File: src/rtl/display_pkg.sv
// Shared definitions for the multiplexed 7-segment display scan controller.
package display_pkg;

    localparam int unsigned NUM_DIGITS       = 4;
    localparam int unsigned DEF_REFRESH_DIV  = 100000;
    localparam int unsigned DEF_BLANK_CYCLES = 16;

    typedef enum logic {
        S_BLANK = 1'b0,
        S_SHOW  = 1'b1
    } scan_state_e;

endpackage

File: src/rtl/display_scan_ctrl_slot_timer.sv
// Digit-slot timer: per-slot cycle counter, digit index and blank/show phase.
// in_blank and idx describe the upcoming cycle so the top can register outputs in step with cnt.
module slot_timer
    import display_pkg::*;
#(
    parameter int unsigned REFRESH_DIV  = DEF_REFRESH_DIV,
    parameter int unsigned BLANK_CYCLES = DEF_BLANK_CYCLES
) (
    input  logic       clk,
    input  logic       rst_n,
    output logic       wrap,
    output logic       in_blank,
    output logic [1:0] idx
);

    localparam int unsigned     CW         = (REFRESH_DIV > 1) ? $clog2(REFRESH_DIV) : 1;
    localparam logic [CW-1:0]   CNT_LAST   = CW'(REFRESH_DIV - 1);
    localparam logic [CW-1:0]   BLANK_LAST = CW'(BLANK_CYCLES - 1);

    logic [CW-1:0] cnt_q, cnt_d;
    logic [1:0]    idx_q, idx_d;
    scan_state_e   state_q, state_d;

    always_comb begin
        wrap    = (cnt_q == CNT_LAST);
        cnt_d   = wrap ? '0 : cnt_q + CW'(1);
        idx_d   = wrap ? idx_q + 2'd1 : idx_q;
        state_d = state_q;
        if (wrap) begin
            state_d = S_BLANK;
        end else if (cnt_q == BLANK_LAST) begin
            state_d = S_SHOW;
        end
        in_blank = (state_d == S_BLANK);
        idx      = idx_d;
    end

    always_ff @(posedge clk) begin
        if (!rst_n) begin
            cnt_q   <= '0;
            idx_q   <= '0;
            state_q <= S_BLANK;
        end else begin
            cnt_q   <= cnt_d;
            idx_q   <= idx_d;
            state_q <= state_d;
        end
    end

endmodule

File: src/rtl/display_scan_ctrl.sv
// 4-digit common-anode display scan controller with frame-synchronous double buffering.
// All outputs are registered from the slot timer's next-cycle view, giving zero lag to cnt/idx.
module display_scan_ctrl
    import display_pkg::*;
#(
    parameter int unsigned REFRESH_DIV  = DEF_REFRESH_DIV,
    parameter int unsigned BLANK_CYCLES = DEF_BLANK_CYCLES
) (
    input  logic                    clk,
    input  logic                    rst_n,
    input  logic                    load,
    input  logic [4*NUM_DIGITS-1:0] value_in,
    input  logic [NUM_DIGITS-1:0]   digit_en_in,
    output logic [3:0]              nibble,
    output logic [NUM_DIGITS-1:0]   anode,
    output logic                    blank,
    output logic                    frame_start
);

    logic       wrap;
    logic       blank_n;
    logic [1:0] idx_n;
    logic       frame_edge;

    logic [4*NUM_DIGITS-1:0] pend_val_q, pend_val_d;
    logic [NUM_DIGITS-1:0]   pend_en_q, pend_en_d;
    logic                    pend_vld_q, pend_vld_d;
    logic [4*NUM_DIGITS-1:0] disp_val_q, disp_val_d;
    logic [NUM_DIGITS-1:0]   disp_en_q, disp_en_d;

    logic [3:0]            nibble_q, nibble_d;
    logic [NUM_DIGITS-1:0] anode_q, anode_d;
    logic                  blank_q, blank_d;
    logic                  frame_start_q, frame_start_d;

    slot_timer #(
        .REFRESH_DIV (REFRESH_DIV),
        .BLANK_CYCLES(BLANK_CYCLES)
    ) u_slot_timer (
        .clk     (clk),
        .rst_n   (rst_n),
        .wrap    (wrap),
        .in_blank(blank_n),
        .idx     (idx_n)
    );

    assign frame_edge = wrap && (idx_n == 2'd0);

    always_comb begin
        pend_val_d = pend_val_q;
        pend_en_d  = pend_en_q;
        pend_vld_d = pend_vld_q;
        disp_val_d = disp_val_q;
        disp_en_d  = disp_en_q;
        // A load coinciding with the frame edge bypasses the pending buffer.
        if (frame_edge) begin
            pend_vld_d = 1'b0;
            if (load) begin
                disp_val_d = value_in;
                disp_en_d  = digit_en_in;
            end else if (pend_vld_q) begin
                disp_val_d = pend_val_q;
                disp_en_d  = pend_en_q;
            end
        end else if (load) begin
            pend_val_d = value_in;
            pend_en_d  = digit_en_in;
            pend_vld_d = 1'b1;
        end

        nibble_d      = nibble_q;
        anode_d       = '1;
        blank_d       = blank_n;
        frame_start_d = frame_edge;
        if (blank_n) begin
            nibble_d = disp_val_d[{idx_n, 2'b00} +: 4];
        end else begin
            anode_d[idx_n] = ~disp_en_d[idx_n];
        end
    end

    always_ff @(posedge clk) begin
        if (!rst_n) begin
            pend_val_q    <= '0;
            pend_en_q     <= '0;
            pend_vld_q    <= 1'b0;
            disp_val_q    <= '0;
            disp_en_q     <= '0;
            nibble_q      <= '0;
            anode_q       <= '1;
            blank_q       <= 1'b1;
            frame_start_q <= 1'b1;
        end else begin
            pend_val_q    <= pend_val_d;
            pend_en_q     <= pend_en_d;
            pend_vld_q    <= pend_vld_d;
            disp_val_q    <= disp_val_d;
            disp_en_q     <= disp_en_d;
            nibble_q      <= nibble_d;
            anode_q       <= anode_d;
            blank_q       <= blank_d;
            frame_start_q <= frame_start_d;
        end
    end

    assign nibble      = nibble_q;
    assign anode       = anode_q;
    assign blank       = blank_q;
    assign frame_start = frame_start_q;

endmodule
File: config.mk
export PLATFORM = sky130hd
export DESIGN_NAME = display_scan_ctrl
export DESIGN_NICKNAME = d
export VERILOG_FILES = /design/src/rtl/display_pkg.sv /design/src/rtl/display_scan_ctrl_slot_timer.sv /design/src/rtl/display_scan_ctrl.sv
export SDC_FILE = /design/constraint.sdc
export NUM_CORES = 1
export LEC_CHECK = 0
export BUFFER_PORTS_ARGS = -buffer_cell sky130_fd_sc_hd__clkbuf_2
export CORE_MARGIN = 2
export CORE_UTILIZATION = 35
export CTS_BUF_LIST = sky130_fd_sc_hd__clkbuf_2 sky130_fd_sc_hd__clkbuf_4 sky130_fd_sc_hd__clkbuf_8
export DETAILED_ROUTE_END_ITERATION = 10
export PLACE_DENSITY = 0.5
export SYNTH_ARGS = -nofsm -noshare
export SYNTH_HDL_FRONTEND = slang
export SYNTH_HIERARCHICAL = 1
export SYNTH_SLANG_ARGS = --single-unit
File: constraint.sdc
create_clock -name clk -period 7.6 [get_ports clk]
set_input_delay 1.52 -clock clk [delete_from_list [all_inputs] [get_ports clk]]
set_output_delay 1.52 -clock clk [all_outputs]
set_load 0.05 [all_outputs]
### Word-level counts from Yosys, hierarchy flattened

Index checks and enable logic that the tools add are counted.

| word-level totals | value |
|---|---|
| bits of input ports | 23 |
| output and inout bits | 10 |
| bits in registers | 71 |
| word-level logic and storage cells | 45 |

| operators by class | value |
|---|---|
| reduce and logical (&&, ||, !) cells | 7 |
| mux-type cells | 13 |
| add/sub/neg operators | 2 |
| equality and inequality tests | 2 |
| bitwise gates (word level) | 6 |
| shifts and indexed selects | 1 |
| $lt $le $gt $ge | 2 |

Operators with widths:

| operator | count |
|---|---|
| two-way mux 16 bit | 3 |
| adder 17 x 1 -> 17 bit (second input constant) | 1 |
| == test 17 bit (second input constant) | 1 |
| == test 17 x 4 -> 1 bit (second input constant) | 1 |
| variable part select 16 x 5 -> 4 bit | 1 |
| two-way mux 4 bit | 3 |
| two-way mux 1 bit | 4 |
| NOT 1 bit | 4 |
| NOT 4 bit | 1 |
| OR 4 bit | 1 |
| AND reduction 2 bit | 2 |
| OR reduction 2 bit | 2 |
| less-than comparator 2 x 3 -> 1 bit (second input constant) | 1 |
| adder 2 x 1 -> 2 bit (second input constant) | 1 |
| binary-select mux 1 bit (select 2 bit) | 1 |
| demux 1 bit (select 2 bit) | 1 |
| greater-or-equal comparator 2 x 1 -> 1 bit (second input constant) | 1 |
| logical AND 1 bit | 2 |
| logical NOT 2 bit | 1 |
| two-way mux 2 bit | 1 |

### Longest topological paths before layout

| logic depth | value |
|---|---|
| depth after elaboration | 9 |
| gate-level depth with buffers | 11 |
| depth with buffers taken out | 8 |

### Modules after synthesis

The synthesis kept the hierarchy.

Modules (own cells, without submodules):

| module | times used | cells each | area each (um^2) |
|---|---|---|---|
| display_scan_ctrl | 1 | 276 | 2417.3 |
| slot_timer | 1 | 104 | 974.7 |

### Least setup slack after synthesis

OpenSTA, ideal clock, no wires.

| path | value |
|---|---|
| path kind | reg-to-reg |
| start point | register u_slot_timer.cnt_q[0] |
| end point | register nibble_q[3], in the netlist nibble[3] |
| library setup time | 0.120 ns |
| cell stages (with the launch flop) | 11 |
| slack | 4.930 ns |
| arrival | 2.550 ns |
| required time | 7.480 ns |
| cell sequence | dfxtp_1 -> ha_1 -> and3_1 -> buf_2 -> and3_4 -> nand3_1 -> xnor2_1 -> clkbuf_1 -> mux2_2 -> a221o_1 -> o2bb2ai_1 |

| on the way | value |
|---|---|
| longest elaborated chain between the ends | 6 |

RTL lines:

| element | line | text |
|---|---|---|
| start, declared | display_scan_ctrl_slot_timer.sv:20 | `logic [CW-1:0] cnt_q, cnt_d;` |
| start signal, assigned | display_scan_ctrl_slot_timer.sv:44 | `cnt_q <= cnt_d;` |
| == test 17 bit (*) | display_scan_ctrl_slot_timer.sv:25 | `wrap = (cnt_q == CNT_LAST);` |
| two-way mux 2 bit (*) | display_scan_ctrl_slot_timer.sv:27 | `idx_d = wrap ? idx_q + 2'd1 : idx_q;` |
| named net idx_n[1] | display_scan_ctrl.sv:22 | `logic [1:0] idx_n;` |
| logical NOT 2 bit | display_scan_ctrl.sv:47 | `assign frame_edge = wrap && (idx_n == 2'd0);` |
| logical AND 1 bit | display_scan_ctrl.sv:47 |  |
| two-way mux 16 bit | display_scan_ctrl.sv:56 | `if (frame_edge) begin` |
| variable part select 16 x 5 -> 4 bit (*) | display_scan_ctrl.sv:76 | `nibble_d = disp_val_d[{idx_n, 2'b00} +: 4];` |
| end signal, assigned | display_scan_ctrl.sv:99 | `nibble_q <= nibble_d;` |
| end, declared | display_scan_ctrl.sv:31 | `logic [3:0] nibble_q, nibble_d;` |

Mark *: on every way through the listed nets, which the timed path passes. The rest lies on a longest branch.
A chain may end at the register's enable or synchronous reset.

### Worst setup path in the final report

| path | value |
|---|---|
| start point | input rst_n |
| end point | register anode_q[2], in the netlist anode[2] |

| on the way | value |
|---|---|
| longest elaborated chain between the ends | 1 |

RTL lines:

| element | line | text |
|---|---|---|
| start, declared | display_scan_ctrl.sv:10 | `input logic rst_n,` |
| AND reduction 2 bit (no source line) | - |  |
| end signal, assigned | display_scan_ctrl.sv:100 | `anode_q <= anode_d;` |
| end, declared | display_scan_ctrl.sv:32 | `logic [NUM_DIGITS-1:0] anode_q, anode_d;` |

No other way between the ends.

==> impl_metrics.env <==
export IMPL_grt_pass1_vias=2762
export IMPL_post_cts_setup_buffer_count=0
export IMPL_path_clk_slew_ns=0.08
export IMPL_clk_latency_ns=0.35
export IMPL_ir_drop_v=0.0000776
export IMPL_synth_async_reset_ratio=0
export IMPL_die_area_um2=10500
export IMPL_skew_ns=0.0123
export IMPL_multi_input_area_um2=1820
export IMPL_pin_count=33
export IMPL_cp_max_fo=27
export IMPL_crit_arrival_ns=3.88
export IMPL_stdcell_count=531
export IMPL_fill_cells=947
export IMPL_antenna_found_initial=0
export IMPL_cts_buffers=9
export IMPL_area_growth_pct=15.1
export IMPL_tightest_slew_ns=0.826
export IMPL_portBuffers=32
export IMPL_nNetsFinal=421
export IMPL_hold_end="anode[1]"
export IMPL_vias=2874
export IMPL_drc=0
export IMPL_drtAntennaViolNets=0
export IMPL_grtUsageTotal=0.172
export IMPL_cts_hold_buf=0
export IMPL_required_ns=7.82
export IMPL_htreeDepth=3
export IMPL_drt_first_iter_violations=183
export IMPL_maxSlewViolCount=0
export IMPL_grt_overflow=0
export IMPL_core_um2=9330
export IMPL_cts_tree="done"
export IMPL_gp_congestion=0.753
export IMPL_outcome="completed"
export IMPL_regArea_um2=1420
export IMPL_grt_pass1_wl_mm=14.2
export IMPL_power_total_mw=0.844
export IMPL_path_class="in2reg"
export IMPL_die_width_um=102
export IMPL_grt_max_degree=52
export IMPL_synthCells=380
export IMPL_period_needed_ns=3.66
export IMPL_holdCritPathClass="reg2reg"
export IMPL_finalWirelength_mm=8.45
export IMPL_drive_gt1_frac=0.182
export IMPL_ys_ff_latch=71
export IMPL_placedCellCount=515
export IMPL_dr_pass1_iters=4
export IMPL_ys_warn_count=6
export IMPL_synth_distinct_cells=52
export IMPL_seq_area_frac_synth=0.419
export IMPL_syn_area_per_cell_um2=8.93
export IMPL_start_kind="primary input"
export IMPL_setup_violations=0
export IMPL_r2r_end="nibble[0]"
export IMPL_rsz0062_at_grt="false"
export IMPL_syn_area_um2=3390
export IMPL_fin_crit_sh=0.482
export IMPL_r2r_slack_ns=4.19
export IMPL_cts_max_path_buffers=2
export IMPL_rows=35
export IMPL_clk_root_buffer_cell="clkbuf_8"
export IMPL_power_density_nw_per_um2=216
export IMPL_viasPerCell=5.41
export IMPL_synth_flop_cell="dfxtp_1"
export IMPL_hold_start="disp_en_q[1]"
export IMPL_dp_hpwl_mm=5.39
export IMPL_cts_repair_resized=0
export IMPL_fin_util=0.419
export IMPL_max_freq_mhz=273
export IMPL_max_slew_margin_rel=0.446
export IMPL_hold_depth=1
export IMPL_ff2ff_path_depth=9
export IMPL_whs_ns=0.451
export IMPL_antenna_cells=0
export IMPL_die_y_um=102
export IMPL_synth_edf_count=0
export IMPL_synthesis_nets=404
export IMPL_r2r_start="u_slot_timer/cnt_q[0]"
export IMPL_maxCapViolations=0
export IMPL_clock_sinks=71
export IMPL_hold_viol=0
export IMPL_routedWlPerCell_um=15.9
export IMPL_tns_ns=0
export IMPL_initial_core_util=0.364
export IMPL_leakage_nw=1.40
export IMPL_end_kind="flip-flop"
## synthesized netlist by cell type, types with 2 or more instances
library cell | instances | share of area
inv_1 | 6 | 0.0066
nand2b_1 | 16 | 0.030
nor3b_1 | 2 | 0.0044
o221ai_1 | 12 | 0.031
o2111ai_1 | 3 | 0.0077
nor2b_1 | 4 | 0.0074
xnor2_1 | 10 | 0.026
nand4b_1 | 2 | 0.0052
buf_1 | 3 | 0.0033
clkbuf_1 | 18 | 0.020
a21oi_1 | 38 | 0.056
nand3b_1 | 3 | 0.0066
o21ai_0 | 28 | 0.041
dfxtp_1 | 71 | 0.42
mux2_2 | 4 | 0.013
nand3_1 | 26 | 0.038
nor4_1 | 2 | 0.0037
or4b_1 | 13 | 0.038
o211a_1 | 2 | 0.0059
xor2_1 | 6 | 0.015
nor3_1 | 3 | 0.0044
mux2i_1 | 2 | 0.0059
o22ai_1 | 17 | 0.031
o2bb2ai_1 | 3 | 0.0077
and3_1 | 2 | 0.0037
a221o_1 | 3 | 0.0089
nor2_1 | 20 | 0.022
a211oi_1 | 5 | 0.011
and4_1 | 2 | 0.0052
buf_2 | 9 | 0.013
nand2_1 | 10 | 0.011
nand4_1 | 6 | 0.011
o21a_1 | 5 | 0.011
nor4_2 | 5 | 0.018
a221oi_1 | 2 | 0.0052
## metrics by stage
stage	setup WS, ns	instance area [µm²]
after floorplan	4.93	3390
after global placement	3.58	3630
after detailed placement	3.53	3630
after CTS	3.88	3910
after global routing	3.62	3910
final	3.94	3910
## per-layer routing
layer,track usage,wire [µm],vias up
met4,0.0585,101,0
met3,0.0342,357,12
met2,0.258,3810,55
met1,0.248,4180,1351
met5,0,0,-
li1,-,-,1456
## worst max-delay path, stage by stage
cell      delay, ns
clkbuf_2       0.45
clkinv_1       0.84
nor2_1         0.52
inv_1          0.09
or4b_1         0.46
## how the worst max path moves through the flow
stage                           from         to  slack [ns]  cells past startpoint
6_report                       rst_n   anode[2]        3.94                      5
3_3_place_gp                   rst_n   anode[2]        3.58                      5
5_1_grt                        rst_n   anode[2]        3.62                      5
4_1_cts                        rst_n   anode[2]        3.88                      5
2_1_floorplan  u_slot_timer/cnt_q[0]  nibble[3]        4.93                     10
3_5_place_dp                   rst_n   anode[2]        3.53                      5
## area by class of cell
cell class,instances,area share
clock inverters,5,0.0330
clock buffers,11,0.0372
flip-flops and latches,71,0.364
inverters,7,0.00673
multi-input cells,270,0.465
repair buffers,38,0.0525
well taps,129,0.0413
## cell usage in the layout (no fill, tap or decap), types with 6 or more instances in the layout
cell type   n
a21oi_1    38
buf_4       6
clkbuf_2   32
clkbuf_8   10
dfxtp_1    71
inv_1       6
nand2_1    10
nand2b_1   16
nand3_1    26
nand4_1     6
nor2_1     20
o21ai_0    28
o221ai_1   12
o22ai_1    17
or4b_1     13
xnor2_1     8
xor2_1      6
## sequential cells by signal, indices dropped and copies added (netlist names), 2 cells and up
register            cells
anode                   4
disp_val_q             16
u_slot_timer/cnt_q     17
pend_en_q               4
disp_en_q               4
nibble                  4
u_slot_timer/idx_q      2
pend_val_q             16
## report_power, final
part	switching, mW	internal, mW	total, mW	leakage (nW)
sequential	0.00489	0.380	0.384	0.577
clock	0.145	0.265	0.410	0.137
combinational	0.0297	0.0196	0.0493	0.686
## logic make-up after synthesis
logic type / Yosys count / share of synthesized area
DFF: 71 / 0.419
AOI/OAI and AO/OA: 123 / 0.232
buffers and inverters: 39 / 0.0498
and+or+nand+nor: 124 / 0.235
muxes: 6 / 0.0192
xor gates and xnor gates: 16 / 0.0413
adders and majority gates: 1 / 0.00369
Note: power is estimated with default switching activity, not from simulation.
